<file path="config.mk">
export PLATFORM = sky130hd
export DESIGN_NAME = alu_exec
export DESIGN_NICKNAME = d
export VERILOG_FILES = /design/src/rtl/alu_exec.sv
export SDC_FILE = /design/constraint.sdc
export NUM_CORES = 1
export LEC_CHECK = 0
export ABC_AREA = 1
export CORE_ASPECT_RATIO = 0.8
export CORE_MARGIN = 5
export CORE_UTILIZATION = 46
export DETAILED_ROUTE_END_ITERATION = 8
export HOLD_SLACK_MARGIN = 0.1
export PLACE_DENSITY = 0.76
export REMOVE_ABC_BUFFERS = 1
export SLEW_MARGIN = 0
export SYNTH_ARGS = -nofsm -noshare
export SYNTH_HDL_FRONTEND = slang
export SYNTH_SLANG_ARGS = --single-unit
export TNS_END_PERCENT = 100
</file>
<file path="constraint.sdc">
create_clock -name clk -period 1.4 [get_ports clk]
set_input_delay 0.21 -clock clk [delete_from_list [all_inputs] [get_ports clk]]
set_output_delay 0.21 -clock clk [all_outputs]
set_load 0.03 [all_outputs]
</file>
<file path="src/rtl/alu_exec.sv">
// Three-state (IDLE/EXEC/WB) instruction sequencer around an external 4-bit ALU with a 4x4 register file and carry flag.
// Optional zero flag output enabled by defining ALU_EXEC_ZFLAG_EN.
module alu_exec #(
  parameter int DATA_W = 4
) (
  input  logic              clk,
  input  logic              rst,
  input  logic              instr_valid,
  output logic              instr_ready,
  input  logic [2:0]        instr_op,
  input  logic [1:0]        instr_dst,
  input  logic [1:0]        instr_src,
  input  logic [DATA_W-1:0] instr_imm,
  input  logic              instr_use_imm,
  output logic [DATA_W-1:0] alu_a,
  output logic [DATA_W-1:0] alu_b,
  output logic [2:0]        alu_sel,
  output logic              alu_cin,
  input  logic [DATA_W-1:0] alu_out,
  input  logic              alu_cout,
  output logic              done,
  input  logic [1:0]        rd_addr,
  output logic [DATA_W-1:0] rd_data,
`ifdef ALU_EXEC_ZFLAG_EN
  output logic              z_flag,
`endif
  output logic              c_flag
);

  localparam logic [1:0] IDLE = 2'b00;
  localparam logic [1:0] EXEC = 2'b01;
  localparam logic [1:0] WB   = 2'b10;

  logic [1:0]        state;
  logic [2:0]        op_p0;
  logic [1:0]        dst_p0;
  logic [1:0]        src_p0;
  logic [DATA_W-1:0] imm_p0;
  logic              use_imm_p0;
  logic [DATA_W-1:0] res_p1;
  logic              cout_p1;
  logic [DATA_W-1:0] regs [4];
  logic              c_q;
  logic [DATA_W-1:0] opnd_b;
  logic              wr_en;
  logic              c_en;

  assign opnd_b      = use_imm_p0 ? imm_p0 : regs[src_p0];
  assign wr_en       = (state == WB) && (op_p0[2:1] != 2'b00);
  assign c_en        = (state == WB) && (op_p0[2:1] == 2'b01);
  assign instr_ready = (state == IDLE);
  assign done        = (state == WB);
  assign rd_data     = regs[rd_addr];
  assign c_flag      = c_q;

  // Operands are presented to the ALU only while in EXEC; move (111) routes B onto A.
  always_comb begin
    alu_a   = '0;
    alu_b   = '0;
    alu_sel = 3'b000;
    alu_cin = 1'b0;
    if (state == EXEC) begin
      alu_sel = op_p0;
      alu_cin = c_q;
      alu_b   = opnd_b;
      alu_a   = (op_p0 == 3'b111) ? opnd_b : regs[dst_p0];
    end
  end

  // Stage p0: instruction fields latched on acceptance
  always_ff @(posedge clk) begin
    if (state == IDLE && instr_valid) begin
      op_p0      <= instr_op;
      dst_p0     <= instr_dst;
      src_p0     <= instr_src;
      imm_p0     <= instr_imm;
      use_imm_p0 <= instr_use_imm;
    end
  end

  // Stage p1: ALU result captured at the edge ending EXEC
  always_ff @(posedge clk) begin
    if (state == EXEC) begin
      res_p1  <= alu_out;
      cout_p1 <= alu_cout;
    end
  end

  // Control and architectural state; reset wins over any pending write-back.
  always_ff @(posedge clk) begin
    if (rst) begin
      state <= IDLE;
      c_q   <= 1'b0;
      for (int i = 0; i < 4; i++) regs[i] <= '0;
    end else begin
      case (state)
        IDLE:    if (instr_valid) state <= EXEC;
        EXEC:    state <= WB;
        WB:      state <= IDLE;
        default: state <= IDLE;
      endcase
      if (wr_en) regs[dst_p0] <= res_p1;
      if (c_en)  c_q <= cout_p1;
    end
  end

`ifdef ALU_EXEC_ZFLAG_EN
  always_ff @(posedge clk) begin
    if (rst)        z_flag <= 1'b0;
    else if (wr_en) z_flag <= (res_p1 == '0);
  end
`endif

endmodule
</file>
=== Word-level counts from Yosys, hierarchy flattened ===
Memories as Yosys holds them, arrays and structs flattened. A register that Yosys moved wholly into a read port is not among the register bits.
Cells that the tools add are included.
Widths: inputs -> output; s select.

* Memories: 1
* Bits of input ports: 22
* Bits in writable memories: 16
* Bits in registers: 20
* Logic and storage cells: 39
* Output and inout bits: 19

* Reductions and logical operators: 6
* Equal/unequal tests: 5
* Muxes and demuxes: 18

{| class="wikitable"
|+ Memories
! name !! depth !! width !! read ports !! clocked after memory_dff !! wr ports !! line !! text
|-
| regs || 4 || 4 || 3 || 2 || 4 || 42 || <nowiki>logic [DATA_W-1:0] regs [4];</nowiki>
|}

{| class="wikitable"
|+ Operators with widths
! cell !! number
|-
| $mux 4 || 5
|-
| $mux 2 || 4
|-
| $mux 1 || 7
|-
| $eq 2x1->1 const B || 2
|-
| $pmux 2 s2 || 1
|-
| $reduce_or 4->1 || 1
|-
| $eq 3x3->1 const B || 1
|-
| $logic_and 1x1->1 || 3
|-
| $mux 3 || 1
|-
| $eq 2x2->1 const B || 1
|-
| $logic_not 2->1 || 1
|-
| $ne 2x2->1 const B || 1
|-
| $reduce_bool 2->1 || 1
|}

=== Longest topological paths before layout ===
* Word-level depth: 7
* Depth in mapped cells: 7
* Mapped depth without buffers: 6

=== Worst setup path after synthesis ===
OpenSTA, ideal clock, no wires.

* Path kind: register -> register
* From: register state[1]
* To: register dst_p0[0] (enable)
* Arrival: 1.345 ns
* Library setup time: 0.363 ns
* Buffers on the path: 0
* Stages on the path, launching flop included: 4
* Slack: -0.308 ns
* Data required time: 1.037 ns
* Period minus slack after synthesis: 1.708 ns
* Cell sequence: dfxtp_1 nor2_1 nand2_1 inv_1

* Word-level cells in the longest chain between the ends: 2

{| class="wikitable"
|+ Ends and longest elaborated chain
! what !! line !! text
|-
| from (decl) || 34 || <nowiki>logic [1:0] state;</nowiki>
|-
| from (signal assigned) || 92 || <nowiki>state <= IDLE;</nowiki>
|-
| from (signal assigned) || 97 || <nowiki>IDLE: if (instr_valid) state <= EXEC;</nowiki>
|-
| from (signal assigned) || 98 || <nowiki>EXEC: state <= WB;</nowiki>
|-
| $logic_not 2->1 || n/a ||
|-
| named net instr_ready || 9 || <nowiki>output logic instr_ready,</nowiki>
|-
| $logic_and 1x1->1 || 72 || <nowiki>if (state == IDLE && instr_valid) begin</nowiki>
|-
| to (signal assigned) || 74 || <nowiki>dst_p0 <= instr_dst;</nowiki>
|-
| to (decl) || 36 || <nowiki>logic [1:0] dst_p0;</nowiki>
|}

The timed path passes the listed nets, and every way through them passes these cells.
A chain may end at the register's enable or synchronous reset.

=== Final worst setup path ===
* From: register op_p0[2]
* To: output alu_a[1]

* Word-level cells in the longest chain between the ends: 3

{| class="wikitable"
|+ Ends and longest elaborated chain
! what !! line !! text
|-
| from (decl) || 35 || <nowiki>logic [2:0] op_p0;</nowiki>
|-
| from (signal assigned) || 73 || <nowiki>op_p0 <= instr_op;</nowiki>
|-
| $eq 3x3->1 || 66 || <nowiki>alu_a = (op_p0 == 3'b111) ? opnd_b : regs[dst_p0];</nowiki>
|-
| $mux 4 || 66 ||
|-
| $mux 4 || 62 || <nowiki>if (state == EXEC) begin</nowiki>
|-
| to (decl) || 15 || <nowiki>output logic [DATA_W-1:0] alu_a,</nowiki>
|}

Every way passes these cells.

==> out/results.ini <==
[route]
wire_per_inst_um=13.7
drc_errors=0
vias_per_cell=4.89
wl_mm=5.03
postRouteAntennaNets=0
drtPass1Iterations=4
vias=1793
drtIter0Drc=128

[floorplan]
chipWidth_um=83.7
start_util=0.476
core_mm2=0.00420
dieArea_mm2=0.00577
die_h_um=69.0
core.rowCount=21
num_io_pins=41

[sta]
drv_slew=0
setup_tns_ns=-2.11
worstMarginPinSlew_ns=0.303
holdWs_ns=0.452
fin_skew_ns=0.00228
period_needed_ns=1.60
max_freq_mhz=624
fin_ws_ns=-0.203
rsz0062_at_grt=yes
setup_viol=24
final_hold_viol_count=0
slew-limit-headroom=0.799
finalCritPeriodShare=1.14

[global_routing]
grt_util_all_layers=0.169
antenna_found_initial=0
grt_overflow=0
grt_pass1_vias=1723
grt_first_pass_wirelength_mm=7.59
grt_max_degree=13

[finish]
layout-drive-gt1-share=0.445
regArea_mm2=0.00114
syn2layout_area_growth_pct=54.3
final_area_mm2=0.00308
multiInputGateArea_um2=922
final_nets=331
nFillCells=326
diodes=0

[clock_network]
clk_path_buf_depth=2
cts_tree=built
htreeDepth=2
cts_buffers=5
clk_pin_slew_worst_paths_ns=0.07
cts.sinks=40
holdBufCountCts=0
cts_root_buf=clkbuf_8
clk_latency_ns=0.29

[yosys]
synth_area_mm2=0.00200
ys_async_sr_fraction=0
yosysTopAreaCell=edfxtp_1
yosys_warnings=0
synth_ff_type=edfxtp_1
synth_cells=234
synthTopCellsByArea=edfxtp_1 50%, nand2_1 11%, inv_1 7.9%
synth_enable_flop_cells=33
ys_types=18
yosysMostFrequentCell=nand2_1
synth.ff_latch_count=40
yosysSeqAreaShare=0.566
syn_avg_cell_area_um2=8.54
yosys-top-cells-count=59 x nand2_1, 42 x inv_1, 33 x edfxtp_1
synth_top_cell_area_share=0.496

[worst_hold_path]
hp-class=reg2reg
hold_start=src_p0[0]
holdPathStages=2

[placed_design]
place_area_mm2=0.00256
io_buffer_count=40
gp_congestion=0.869
place_hpwl_mm=3.56

[worst_setup_path]
required_ns=1.19
worst_setup_path_start_kind=flip-flop
r2r-start=op_p0[2]
reg2reg_depth=7
critPathKind=reg2out
crit_path_end_kind=output port
worst-path-max-fanout=5
r2r_end=regs[0][3]
crit_arrival_ns=1.39
rrSetupSlack_ns=-0.06

[power_and_ir_drop]
ir_drop_mv=0.667
total_leakage_power_nw=1.38
power-per-cell-area_mw_per_mm2=911

[run_status]
failed_checks=negative setup slack
status=finished, violations left

[flow_run]
maxCapViolCount=0

cell families after synthesis:
logic type | share of synthesized area
flops | 0.566
buf+inv | 0.0945
simple gates | 0.259
compound gates | 0.0807
area by class of cell:
| cell class | count | share of cell area |
|---|---|---|
| clock buffers | 6 | 0.0235 |
| repair inverters | 1 | 0.00243 |
| multi-input cells | 146 | 0.299 |
| flip-flops and latches | 40 | 0.370 |
| inverters | 45 | 0.0580 |
| well taps | 57 | 0.0231 |
| repair buffers | 70 | 0.220 |
| clock inverters | 2 | 0.00365 |
report_power, final:
| part | leakage, nW | switching, mW | internal [mW] |
|---|---|---|---|
| combinational | 0.950 | 0.371 | 0.292 |
| sequential | 0.386 | 0.0524 | 1.36 |
| clock | 0.0388 | 0.392 | 0.345 |
cell usage in the layout, fill, tap and decap left out, types with 11 or more instances in the layout:
| cell type | n |
|---|---|
| nand2_1 | 42 |
| inv_2 | 15 |
| nand3_1 | 13 |
| clkdlybuf4s50_1 | 19 |
| buf_4 | 25 |
| nand2_2 | 11 |
| buf_6 | 19 |
| edfxtp_1 | 33 |
| nand3_2 | 12 |
| inv_1 | 28 |
| nor2_1 | 18 |
how the worst max path moves through the flow:
stage | from | end | depth (start not counted)
2_1_floorplan | state[1] | dst_p0[0] | 3
3_3_place_gp | rd_addr[0] | rd_data[0] | 6
3_5_place_dp | rd_addr[0] | rd_data[2] | 6
4_1_cts | state[1] | alu_a[3] | 6
5_1_grt | op_p0[2] | alu_a[1] | 4
6_report | op_p0[2] | alu_a[1] | 4
per-stage QoR:
step	utilization	power, mW	instances	setup WS [ns]
after global routing	0.734	2.93	367	-0.249
after global placement	0.608	1.92	346	-0.190
after floorplan	-	1.70	231	-0.308
after CTS	0.684	2.74	359	-0.163
final	0.734	2.81	367	-0.203
after detailed placement	0.608	1.93	346	-0.254
metal layers:
| metal | track usage | vias to the layer above | share of wire |
|---|---|---|---|
| li1 | - | 907 | - |
| met1 | 0.214 | 839 | 0.43 |
| met2 | 0.297 | 43 | 0.50 |
| met3 | 0.0392 | 4 | 0.058 |
| met4 | 0.0482 | 0 | 0.0062 |
| met5 | 0 | - | 0 |
what timing repair did:
item                       in CTS  in global routing
gates cloned                    1                  0
gates resized for setup        77                 47
pin swaps                      23                 10
hold endpoints to repair        0                  0
setup endpoints to repair      26                 28
setup buffers                   4                  9
registers in the layout, indices dropped and copies added (netlist names), named ones only:
name	cells
c_flag	1
cout_p1	1
dst_p0	2
imm_p0	4
op_p0	3
regs	16
res_p1	4
src_p0	2
state	2
use_imm_p0	1
critical path, cell delays in order (launching register included):
cell      delay [ns]
edfxtp_1        0.46
nand3_4         0.16
inv_1           0.14
a21oi_2         0.19
buf_6           0.15
No activity file was read; power rests on OpenSTA's default activity.
